<file path="src/rtl/sr_flag_pkg.sv">
// Shared types and constants for the SR-flag arbiter.
//   state_t    : arbiter FSM states (IDLE, APPLY)
//   OP_SET     : requester op code that sets a flag
//   OP_CLR     : requester op code that clears a flag
//   NOOP_CNT_W : width of the saturating no-op counter
//   idx_width  : index width for n items, never less than 1
package sr_flag_pkg;

  typedef enum logic {
    IDLE  = 1'b0,
    APPLY = 1'b1
  } state_t;

  localparam logic OP_SET = 1'b1;
  localparam logic OP_CLR = 1'b0;

  localparam int unsigned NOOP_CNT_W = 8;

  function automatic int unsigned idx_width(input int unsigned n);
    return (n > 1) ? $clog2(n) : 1;
  endfunction

endpackage

</file>
<file path="src/rtl/sr_flag_arbiter_cell.sv">
// One SR flag cell: R clears, S sets, neither holds.
// The arbiter never drives S and R together; R wins if it ever did.
// Ports:
//   clk   in  rising-edge clock
//   reset in  synchronous active-low reset (Q -> 0)
//   S     in  set request
//   R     in  clear request
//   Q     out stored flag value
module sr_cell (
  input  logic clk,
  input  logic reset,
  input  logic S,
  input  logic R,
  output logic Q
);

  always_ff @(posedge clk) begin
    if (!reset)  Q <= 1'b0;
    else if (R)  Q <= 1'b0;
    else if (S)  Q <= 1'b1;
  end

endmodule

</file>
<file path="src/rtl/sr_flag_arbiter.sv">
// Round-robin arbiter that owns a bank of NFLAG SR flag cells and serves
// set/clear requests from NREQ requesters, one operation per two cycles.
// Optional feature macro: NOOP_DETECT_EN (adds noop / noop_cnt outputs).
// Ports:
//   clk      in   rising-edge clock
//   reset    in   synchronous active-low reset
//   req      in   [NREQ]     per-requester request, held until grant seen
//   op_set   in   [NREQ]     per-requester op (1 = set, 0 = clear)
//   idx      in   [NREQ*FW]  per-requester flag index, requester i at [i*FW +: FW]
//   clr_all  in   clear every flag at the next edge, overrides any op
//   gnt      out  [NREQ]     one-hot grant pulse, high during APPLY
//   busy     out  high during APPLY
//   flags    out  [NFLAG]    flag cell outputs
//   noop     out  (NOOP_DETECT_EN) APPLY cycle whose op changes nothing
//   noop_cnt out  [8] (NOOP_DETECT_EN) saturating count of noop pulses
module sr_flag_arbiter
  import sr_flag_pkg::*;
#(
  parameter int unsigned NREQ  = 4,
  parameter int unsigned NFLAG = 8,
  parameter int unsigned FW    = idx_width(NFLAG)
) (
  input  logic                 clk,
  input  logic                 reset,
  input  logic [NREQ-1:0]      req,
  input  logic [NREQ-1:0]      op_set,
  input  logic [NREQ*FW-1:0]   idx,
  input  logic                 clr_all,
  output logic [NREQ-1:0]      gnt,
  output logic                 busy,
  output logic [NFLAG-1:0]     flags
`ifdef NOOP_DETECT_EN
  ,
  output logic                 noop,
  output logic [NOOP_CNT_W-1:0] noop_cnt
`endif
);

  localparam int unsigned RW = idx_width(NREQ);

  state_t          r_state;
  logic [RW-1:0]   r_rr_ptr;
  logic [RW-1:0]   r_win;
  logic            r_op;
  logic [FW-1:0]   r_idx;
  logic [NREQ-1:0] r_gnt;
  logic            r_busy;

  logic [2*NREQ-1:0] w_req_rot;
  logic              w_any;
  logic [RW-1:0]     w_pick;
  logic              w_op;
  logic [FW-1:0]     w_idx;
  logic              w_apply;
  logic [NFLAG-1:0]  w_sel;
  logic [NFLAG-1:0]  w_set;
  logic [NFLAG-1:0]  w_rst;

  // Round-robin pick: rotate req so rr_ptr lands at bit 0, take the first set bit.
  always_comb begin
    int unsigned pos;
    w_any     = 1'b0;
    w_pick    = '0;
    pos       = 0;
    w_req_rot = {req, req} >> r_rr_ptr;
    for (int k = 0; k < int'(NREQ); k++) begin
      if (!w_any && w_req_rot[k]) begin
        w_any = 1'b1;
        pos   = int'(r_rr_ptr) + k;
        if (pos >= NREQ) pos = pos - NREQ;
        w_pick = RW'(pos);
      end
    end
  end

  // Operand mux for the winning requester.
  always_comb begin
    w_op  = OP_CLR;
    w_idx = '0;
    for (int k = 0; k < int'(NREQ); k++) begin
      if (w_pick == RW'(k)) begin
        w_op  = op_set[k];
        w_idx = idx[k*FW +: FW];
      end
    end
  end

  // Arbiter FSM; grant and busy are registered alongside the state.
  always_ff @(posedge clk) begin
    if (!reset) begin
      r_state  <= IDLE;
      r_rr_ptr <= '0;
      r_win    <= '0;
      r_op     <= OP_CLR;
      r_idx    <= '0;
      r_gnt    <= '0;
      r_busy   <= 1'b0;
    end else begin
      case (r_state)
        IDLE: begin
          r_gnt  <= '0;
          r_busy <= 1'b0;
          if (w_any) begin
            r_state <= APPLY;
            r_win   <= w_pick;
            r_op    <= w_op;
            r_idx   <= w_idx;
            r_gnt   <= NREQ'(1) << w_pick;
            r_busy  <= 1'b1;
          end
        end
        APPLY: begin
          r_state  <= IDLE;
          r_gnt    <= '0;
          r_busy   <= 1'b0;
          r_rr_ptr <= (r_win == RW'(NREQ - 1)) ? '0 : r_win + RW'(1);
        end
        default: begin
          r_state <= IDLE;
          r_gnt   <= '0;
          r_busy  <= 1'b0;
        end
      endcase
    end
  end

  assign gnt     = r_gnt;
  assign busy    = r_busy;
  assign w_apply = (r_state == APPLY);

  // Cell drive: S needs an APPLY set without clr_all, so S and R are exclusive.
  // An out-of-range index matches no cell, leaving the bank untouched.
  always_comb begin
    w_sel = '0;
    w_set = '0;
    w_rst = '0;
    for (int i = 0; i < int'(NFLAG); i++) begin
      w_sel[i] = (r_idx == FW'(i));
      w_set[i] = w_apply && !clr_all && (r_op == OP_SET) && w_sel[i];
      w_rst[i] = clr_all || (w_apply && (r_op == OP_CLR) && w_sel[i]);
    end
  end

  for (genvar g = 0; g < int'(NFLAG); g++) begin : g_cell
    sr_cell u_cell (
      .clk   (clk),
      .reset (reset),
      .S     (w_set[g]),
      .R     (w_rst[g]),
      .Q     (flags[g])
    );
  end

`ifdef NOOP_DETECT_EN
  logic                  w_in_range;
  logic                  w_cur;
  logic [NOOP_CNT_W-1:0] r_noop_cnt;

  assign w_in_range = |w_sel;
  assign w_cur      = |(w_sel & flags);

  // Decided in the APPLY cycle itself since clr_all may arrive then.
  assign noop = w_apply &&
                (clr_all || !w_in_range || ((r_op == OP_SET) ? w_cur : !w_cur));

  always_ff @(posedge clk) begin
    if (!reset)                         r_noop_cnt <= '0;
    else if (noop && (r_noop_cnt != '1)) r_noop_cnt <= r_noop_cnt + NOOP_CNT_W'(1);
  end

  assign noop_cnt = r_noop_cnt;
`endif

endmodule

</file>
<file path="config.mk">
export PLATFORM = sky130hd
export DESIGN_NAME = sr_flag_arbiter
export DESIGN_NICKNAME = d
export VERILOG_FILES = /design/src/rtl/sr_flag_pkg.sv /design/src/rtl/sr_flag_arbiter_cell.sv /design/src/rtl/sr_flag_arbiter.sv
export SDC_FILE = /design/constraint.sdc
export NUM_CORES = 1
export LEC_CHECK = 0
export BUFFER_PORTS_ARGS = -buffer_cell sky130_fd_sc_hd__buf_4
export CAP_MARGIN = 10
export CORE_ASPECT_RATIO = 1.25
export CORE_UTILIZATION = 30
export CTS_BUF_LIST = sky130_fd_sc_hd__clkbuf_4 sky130_fd_sc_hd__clkbuf_8
export CTS_CLUSTER_DIAMETER = 80
export CTS_CLUSTER_SIZE = 24
export DETAILED_ROUTE_END_ITERATION = 6
export PLACE_DENSITY = 0.53
export REMOVE_ABC_BUFFERS = 1
export SYNTH_ARGS = -nofsm -noshare
export SYNTH_HDL_FRONTEND = slang
export SYNTH_HIERARCHICAL = 1
export SYNTH_SLANG_ARGS = --single-unit
</file>
<file path="constraint.sdc">
create_clock -name clk -period 2.8 [get_ports clk]
set_input_delay 0.56 -clock clk [delete_from_list [all_inputs] [get_ports clk]]
set_output_delay 0.56 -clock clk [all_outputs]
set_load 0.01 [all_outputs]
</file>
After elaboration in Yosys (flattened, before gate mapping)
Index checks and enable logic that the tools add are counted.

Memory bits (read-only): 0. Bits in writable memories: 0. Memories: 0. Register bits after elaboration: 21. Bits in latches: 0. Input port bits: 23. Output and inout port bits: 13.

Div/mod/pow operators: 0. Shift-type cells: 2. Bitwise operators: 3. Magnitude comparators: 4. Multiply operators: 0. Add/subtract/negate cells: 8. Eq/ne operators: 11. Reductions and logical operators: 45. Multiplexer cells: 25.

Operators by type and width (count): $logic_and A1 B1 Y1 (22); $mux W2 (9); $reduce_or A2 Y1 (8); $eq A3 B3 Y1 const B (4); $mux W3 (4); $ge A3 B3 Y1 const B (3); $mux W1 (9); $logic_or A1 B1 Y1 (8); $pmux W4 S2 (1); $shr A8 B2 Y4 (1); $sub A2 B1 Y2 const B (4); $add A2 B2 Y3 const B (2); $eq A2 B2 Y1 const B (3); $eq A3 B2 Y1 const B (2); $logic_not A1 Y1 (4); $mux W4 (1); $shl A1 B2 Y4 const A (1); $add A2 B1 Y3 const B (1); $eq A3 B1 Y1 const B (1); $ge A2 B3 Y1 const B (1); $logic_not A3 Y1 (1); $not A1 Y1 (3); $add A2 B1 Y2 const B (1); $eq A2 B1 Y1 const B (1); 3 further kinds (3).

Depth between registers and ports, before layout
Gate-level depths: netlist (run 1).

Depth in word-level cells: 16. Mapped depth: 7.

By module
The synthesis (run 1) kept the hierarchy.

Modules (own cells, without submodules): sr_flag_arbiter (area an instance 859.6 um^2, instances 1, cells each 108); sr_cell (area an instance 36.3 um^2, instances 8, cells each 3).

Worst setup path after synthesis (run 1)
OpenSTA, ideal clock, no wires.

Kind: input to register. From: input req[0]. To: register r_op. Arrival: 2.081 ns. Data required time: 2.683 ns. Setup slack: 0.603 ns. Library setup time: 0.117 ns. Cell stages on the path: 7. Cell sequence: and2b_4 or4_4 buf_6 and2_4 buf_6 a221o_1 a22o_1.

Word-level cells in the longest chain between the ends: 16.

RTL lines: from (decl) (line sr_flag_arbiter.sv:25) `input logic [NREQ-1:0] req,`; $shr A8 B2 Y4 * (line sr_flag_arbiter.sv:65) `w_req_rot = {req, req} >> r_rr_ptr;`; $mux W1 (line sr_flag_arbiter.sv:67) `if (!w_any && w_req_rot[k]) begin`; $logic_not A1 Y1 (line sr_flag_arbiter.sv:67); $logic_and A1 B1 Y1 (line sr_flag_arbiter.sv:67); $mux W1 (line sr_flag_arbiter.sv:67); $logic_not A1 Y1 (line sr_flag_arbiter.sv:67); $logic_and A1 B1 Y1 (line sr_flag_arbiter.sv:67); $mux W1 (line sr_flag_arbiter.sv:67); $logic_not A1 Y1 (line sr_flag_arbiter.sv:67); $logic_and A1 B1 Y1 (line sr_flag_arbiter.sv:67); $mux W2 (line sr_flag_arbiter.sv:67); $logic_not A2 Y1 (line sr_flag_arbiter.sv:81) `if (w_pick == RW'(k)) begin`; $mux W1 (4 in a row) (line sr_flag_arbiter.sv:81); to (signal assigned) (line sr_flag_arbiter.sv:106) `r_op <= w_op;`; to (decl) (line sr_flag_arbiter.sv:44) `logic r_op;`.

Mark *: on every way between the ends. The rest lies on a longest branch, timed or not. A chain may end at the register's enable or synchronous reset.

Worst setup path after layout (run 1)
From: input req[3]. To: register r_op.

Same word-level chain as after synthesis.

==> results of run 1 <==
[sequential cells by signal, indices dropped and copies added (netlist names)]
name	count
g_cell.u_cell/Q	8
gnt	4
r_idx	3
r_rr_ptr	2
r_win	2
busy	1
r_op	1
[cell families (layout without fill, tap and decap cells)]
kind of cell | Yosys count | after routing | synth area share (%)
flip-flops | 21 | 21 | 36.56
multiplexers | 4 | 4 | 3.482
AND/OR/NAND/NOR | 70 | 70 | 36.67
adder cells (fa/ha/maj) | 1 | 1 | 1.088
buffers and inverters | 11 | 45 | 4.896
AO/OA/AOI/OAI | 25 | 25 | 17.30
[worst max-delay path, stage by stage]
cell      delay [ps]
buf_4            130
nor4_1           280
nor2_1           150
nand2_1          260
inv_1            150
o21ai_0          200
o221ai_1         200
a22o_1           250
[final cells by class]
| class | count | area [sq um] |
|---|---|---|
| repair buffers | 35 | 262.8 |
| clock inverters | 1 | 5.005 |
| clock buffers | 3 | 41.29 |
| flip-flops and latches | 21 | 420.4 |
| inverters | 6 | 22.52 |
| fillers | 379 | 2100 |
| well taps | 39 | 48.80 |
| multi-input cells | 100 | 673.1 |
[cell usage after synthesis]
cell type  instances  share of area, %
nand4b_1           1              0.76
a211oi_1           1              0.65
and2_4             1              0.76
o221ai_1           4               3.0
a31o_2             2               1.5
nor2_2             1              0.54
a22o_1             4               3.0
clkbuf_1           3              0.98
nor4_1             1              0.54
nand4_1            1              0.54
mux2i_1            4               3.5
nand3_1            6               2.6
nor2_1            17               5.5
and2b_4            1              0.87
or4_4              1              0.98
a221o_1            4               3.5
nor3b_1            1              0.65
a21o_1             1              0.65
a21oi_1            1              0.43
nand2_1           12               3.9
and2b_1            3               2.0
o31ai_1            1              0.65
o21ba_2            1              0.87
nor3_1             7               3.0
nor2b_1            7               3.8
a211o_1            1              0.76
o21ai_0            5               2.2
and2b_2            1              0.76
inv_1              6               2.0
ha_1               1               1.1
dfxtp_1           21                37
nand3b_1           1              0.65
nor3b_2            8               8.7
buf_6              2               2.0
[where the power goes]
group	switching (mW)	internal [mW]	leakage (nW)
combinational	0.0808	0.0846	0.421
clock	0.0979	0.0992	0.0255
sequential	0.0267	0.319	0.172
[layer usage]
layer  wire [microns]  global-route usage, %
met5                0                      0
met4               55                  6.504
met3              131                  2.347
met2             1302                  26.10
met1             1088                  15.99
[through the flow]
stage                     setup WS [ps]  total power, mW  util [%]
final                             779.8           0.7084     41.25
after global routing              579.6           0.7523     41.25
after CTS                         804.7           0.7193     41.25
after detailed placement          518.7           0.5207     39.95
after global placement            558.4           0.5173     39.95
after floorplan                   759.2           0.4547         -
[how the worst min path moves through the flow]
stage | cells past startpoint | to | slack, ps
after global routing | 2 | g_cell[2].u_cell/Q | 540
final | 2 | g_cell[6].u_cell/Q | 530
after detailed placement | 2 | g_cell[6].u_cell/Q | 530
after floorplan | 2 | r_win[1] | 490
after global placement | 2 | g_cell[5].u_cell/Q | 520
after CTS | 2 | g_cell[6].u_cell/Q | 540
==> impl_metrics.csv, run 1 <==
group,metric,value,unit
outcome,status,"finished with violations",
outcome,violations,"DRC",
flow_run,max-cap-violations,0,
routing,wirelength,2.577,mm
logic_synthesis,netlist_area,0.001150,sq mm
sta,fin_crit_sh,72.15,%
clocking,cts_buffers,3,
clocking,clkSlewWorstSetupHoldPaths,80,ps
cells_and_area,nNetsFinal,191,
sta,tightest_slew,518.1,ps
logic_synthesis,ys_seq_area_share,36.56,%
sta,hold_slack,525.6,ps
placed_design,dp_hpwl,2.113,mm
placed_design,place_congestion,0.8614,
clocking,cts_tree,"built",
power_and_ir_drop,power_density,480.6,mW/mm^2
worst_setup_path,timing.rr.start,"r_rr_ptr[0]",
routing,drt-wirelength-per-cell,12.57,microns
sta,finalClockSkew,5.009,ps
worst_setup_path,worstPathRequired,2960,ps
routing,drcViolationCount,8,
logic_synthesis,synthDistinctLibCells,34,
global_routing,grt_pass1_wl,4.560,mm
sta,grt_setup_unrepaired,"false",
routing,via_count,1042,
logic_synthesis,synthCells,132,
cells_and_area,layout.cells.most_common_list,"buf_4, dfxtp_1, nor2_1",
cells_and_area,final_cell_area,0.001474,sq mm
floorplan,num_rows,24,
logic_synthesis,ys_seq_elements,21,
floorplan,ioPinCount,36,
cells_and_area,layout_commonest_cell,"buf_4",
placed_design,place_inst,201,
global_routing,grt_overflow,0,
cells_and_area,drive_above_1_share,33.13,%
worst_setup_path,timing.rr.end,"r_op",
cells_and_area,n_antenna_cell,0,
sta,hold_viol_final,0,
worst_setup_path,path_max_fanout,9,
clocking,post_cts_resized,0,
floorplan,dieArea,0.004086,sq mm
hold_path,hold_class,"reg2reg",
clocking,cts_root_buf,"clkbuf_8",
worst_setup_path,reg2reg_slack,870,ps
placed_design,placed_cell_area,0.001428,sq mm
sta,report.final.slew_viol_count,0,
logic_synthesis,yosysWarningCount,6,
clocking,cts_hold_buffers,0,
clocking,h-tree-depth,1,
floorplan,die_x,57.38,microns
worst_setup_path,r2r_cells,5,
sta,final-setup-viol-count,0,
power_and_ir_drop,p_leak,0.6184,nW
global_routing,track_usage,14.31,%
placed_design,port_buffers,35,
floorplan,core_area,0.003573,sq mm
worst_setup_path,crit_end,"r_op",
routing,drt_iter0_drc,23,
worst_setup_path,end_kind,"register",
cells_and_area,syn_to_final_growth,28.18,%
sta,fmax,0.4950,GHz
clocking,clock_sinks,21,
logic_synthesis,postSynthAreaPerCell,8.711,sq um
sta,relSlewSlack,65.33,%
floorplan,dieHeight,71.22,microns
clocking,cts_setup_buffers,0,
worst_setup_path,cp-startpoint,"req[3]",
floorplan,start_util,32.18,%
global_routing,antenna_found_initial,0,
clocking,cts_max_path_buffers,2,
power_and_ir_drop,vdd_ir_drop_max,175.2,uV
worst_setup_path,critPathArrivalTime,2180,ps
hold_path,min_from,"g_cell[6].u_cell/Q",
sta,period_minus_slack,2020,ps
routing,drt_pass1_iterations,6,
global_routing,grt_max_degree,15,
global_routing,grt_pass1_vias,1075,
worst_setup_path,start_kind,"input port",
routing,via_per_inst,5.083,
worst_setup_path,crit_type,"in2reg",
cells_and_area,final_cells,205,
clocking,clock_latency,260,ps
sta,finalSetupTns,0,ps
routing,postRouteAntennaNets,0,
(Power assumes the default switching activity.)
==> run 2, diff against run 1 <==
ABC_AREA = 1   (was not set)
clock period = 1.85 ns   (was 2.8 ns; I/O delays follow)
==> run 2 against run 1 <==
Net effect:
- the run now ends clean
- hold slack got worse by 110 ps
- design area rose by 24%
- combinational power rose to 5.8 times the previous value
==> impl_metrics.csv, run 2 <==
group,metric,value,unit
routing,wirelength,3.121,mm
sta,hold_viol_final,0,
cells_and_area,layout_commonest_cell,"buf_4",
sta,grt_setup_unrepaired,"true",
routing,via_per_inst,4.577,
logic_synthesis,yosysTopAreaCell,"dfxtp_1",
global_routing,track_usage,14.07,%
worst_setup_path,end_kind,"register",
clocking,cts_hold_buffers,0,
global_routing,antenna_found_initial,0,
flow_run,max-cap-violations,0,
power_and_ir_drop,fin_total_pwr,1.865,mW
hold_path,hold_class,"in2reg",
logic_synthesis,synth_area_leaders,"dfxtp_1, nand2_1, nand3_1",
routing,via_count,1428,
routing,top_layer,"met4",
placed_design,placed_cell_area,0.001669,sq mm
clocking,cts_tree,"built",
power_and_ir_drop,p_leak,0.8833,nW
routing,drt_iter0_drc,29,
global_routing,grt_pass1_wl,5.188,mm
sta,finalClockSkew,1.860,ps
global_routing,grt_max_degree,15,
floorplan,num_rows,26,
clocking,clock_sinks,21,
sta,tightest_slew,288.7,ps
power_and_ir_drop,power_frac_comb,51.7,%
global_routing,grt_overflow,0,
power_and_ir_drop,power_switching,789.6,uW
floorplan,dieArea,0.004676,sq mm
worst_setup_path,worstPathRequired,2000,ps
logic_synthesis,netlist_area,0.001321,sq mm
routing,drt-wirelength-per-cell,10.00,microns
cells_and_area,postLayoutCoreUtil,43.75,%
placed_design,dp_hpwl,2.377,mm
routing,wl_met2,1.531,mm
routing,drcViolationCount,0,
placed_design,place_congestion,0.8005,
clocking,cts_max_path_buffers,2,
logic_synthesis,postSynthAreaPerCell,6.352,sq um
hold_path,min_from,"reset",
logic_synthesis,synth-main-ff-cell,"dfxtp_1",
worst_setup_path,r2r_cells,10,
logic_synthesis,synth_common_cells,"nand2_1, nand3_1, inv_1, nor2_1, dfxtp_1",
routing,wl_met1,1.449,mm
cells_and_area,regMostFlops,"g_cell.u_cell/Q",
sta,final-setup-viol-count,0,
routing,postRouteAntennaNets,0,
power_and_ir_drop,internal_power,1.076,mW
sta,fin_crit_sh,93.95,%
cells_and_area,n_antenna_cell,0,
sta,period_minus_slack,1738,ps
sta,report.final.slew_viol_count,0,
logic_synthesis,ys_seq_elements,21,
hold_path,hold_depth,3,
worst_setup_path,critPathArrivalTime,1890,ps
logic_synthesis,ys_seq_area_share,31.82,%
logic_synthesis,synth-edff-count,0,
logic_synthesis,synthCells,208,
sta,relSlewSlack,80.70,%
logic_synthesis,synthMostInstantiatedCell,"nand2_1",
cells_and_area,syn_to_final_growth,37.88,%
cells_and_area,final_cell_area,0.001822,sq mm
logic_synthesis,synthDistinctLibCells,25,
worst_setup_path,crit_type,"reg2reg",
logic_synthesis,yosys.area.top_type_share,31.82,%
global_routing,grt_pass1_vias,1209,
power_and_ir_drop,pwr-share-clk,16.2,%
clocking,clkSlewWorstSetupHoldPaths,80,ps
logic_synthesis,yosysWarningCount,6,
cells_and_area,final_cells,312,
cells_and_area,largest_reg_flops,8,
worst_setup_path,path_max_fanout,6,
placed_design,port_buffers,35,
floorplan,ioPinCount,36,
clocking,cts_root_buf,"clkbuf_8",
sta,fmax,0.5754,GHz
power_and_ir_drop,power_density,1024,mW/mm^2
clocking,clock_latency,260,ps
power_and_ir_drop,sw_frac_of_total,42.33,%
placed_design,place_inst,302,
cells_and_area,drive_above_1_share,31.25,%
cells_and_area,layout.cells.most_common_list,"buf_4, nand2_1, nand3_1",
hold_path,hold_end,"g_cell[4].u_cell/Q",
logic_synthesis,async_flop_share,0,%
floorplan,dieHeight,76.20,microns
worst_setup_path,timing.rr.start,"r_rr_ptr[0]",
power_and_ir_drop,p_seq_share,32.2,%
power_and_ir_drop,vdd_ir_drop_max,434.0,uV
floorplan,start_util,31.73,%
worst_setup_path,timing.rr.end,"r_win[1]",
outcome,status,"finished, final reports clean",
worst_setup_path,reg2reg_slack,110,ps
floorplan,die_x,61.36,microns
routing,wl_met3,103,microns
clocking,cts_buffers,3,
floorplan,core_area,0.004164,sq mm
worst_setup_path,start_kind,"register",
routing,drt_pass1_iterations,5,
cells_and_area,nNetsFinal,281,
clocking,h-tree-depth,1,
-- run 2: changes by cell type in the layout (fill, tap and decap cells not counted), moves of 7 or more --
cell	delta
nor2_1	+8
nor2b_1	-7
nand3_1	+21
nand2_2	+8
buf_4	+11
o21ai_0	+8
inv_1	+19
a21oi_1	+8
nand2_1	+28
nor3b_2	-8
-- run 2: area by class of cell --
type                            instances  area, sq um
Timing Repair inverter                  1        5.005
Fill cell                             487         2342
Inverter                               30        121.4
Sequential cell                        21        424.2
Tap cell                               56        70.07
Clock buffer                            3        41.29
Clock inverter                          1        5.005
Multi-Input combinational cell        153        798.3
Timing Repair Buffer                   47        356.6
-- run 2: cells by family after synthesis --
logic type	count (synthesis)	share of synthesized area (%)
flops	21	31.82
compound gates	28	11.27
xor+xnor	1	0.6630
simple gates	123	43.94
buf+inv	34	11.36
fa+ha+maj	1	0.9468
-- run 2: worst max path at each step --
| stage | from | end | slack, ps | cells after the start |
|---|---|---|---|---|
| floorplan | r_rr_ptr[0] | r_idx[0] | 40 | 11 |
| finish | r_rr_ptr[0] | r_win[1] | 110 | 10 |
| global route | r_rr_ptr[0] | r_win[1] | -20 | 11 |
| CTS | r_rr_ptr[0] | r_win[0] | 60 | 11 |
| detailed placement | r_rr_ptr[0] | r_idx[2] | -30 | 13 |
| global placement | r_rr_ptr[0] | r_idx[1] | -30 | 12 |
-- run 2: power by group through the flow --
stage	clock network, mW	logic (mW)	registers [mW]
2_1_floorplan	0	0.562	0.607
3_3_place_gp	0	0.838	0.605
3_5_place_dp	0	0.831	0.609
4_1_cts	0.314	0.834	0.600
5_1_grt	0.340	1.08	0.614
6_report	0.301	0.964	0.600
-- run 2: metal layers --
metal | global-route usage, % | vias up
li1 | - | 767
met1 | 19.12 | 632
met2 | 22.17 | 27
met3 | 1.698 | 2
met4 | 5.333 | 0
met5 | 0 | -
-- run 2: stage by stage --
step	hold slack, ps	setup TNS, ps	worst slack, ps
floorplan	453.9	0	37.67
global route	411.0	-49.31	-24.24
detailed placement	476.3	-212.3	-30.72
CTS	412.6	0	64.48
global placement	468.2	-102.3	-25.35
finish	417.5	0	112.0
-- run 2: critical path, stage by stage (launching register included) --
cell,delay [ps]
dfxtp_4,400
buf_4,140
nand2_2,50
nand3_2,100
nand2_4,80
nor2_4,130
nand4_1,100
nand2_1,170
clkinvlp_2,220
o21ai_0,180
a21oi_1,50
-- run 2: repair_timing --
action | in CTS | in global routing
setup endpoints to repair | 11 | 11
buffers inserted | 0 | 5
gates cloned | 0 | 1
pin swaps | 0 | 8
resized for setup | 1 | 20
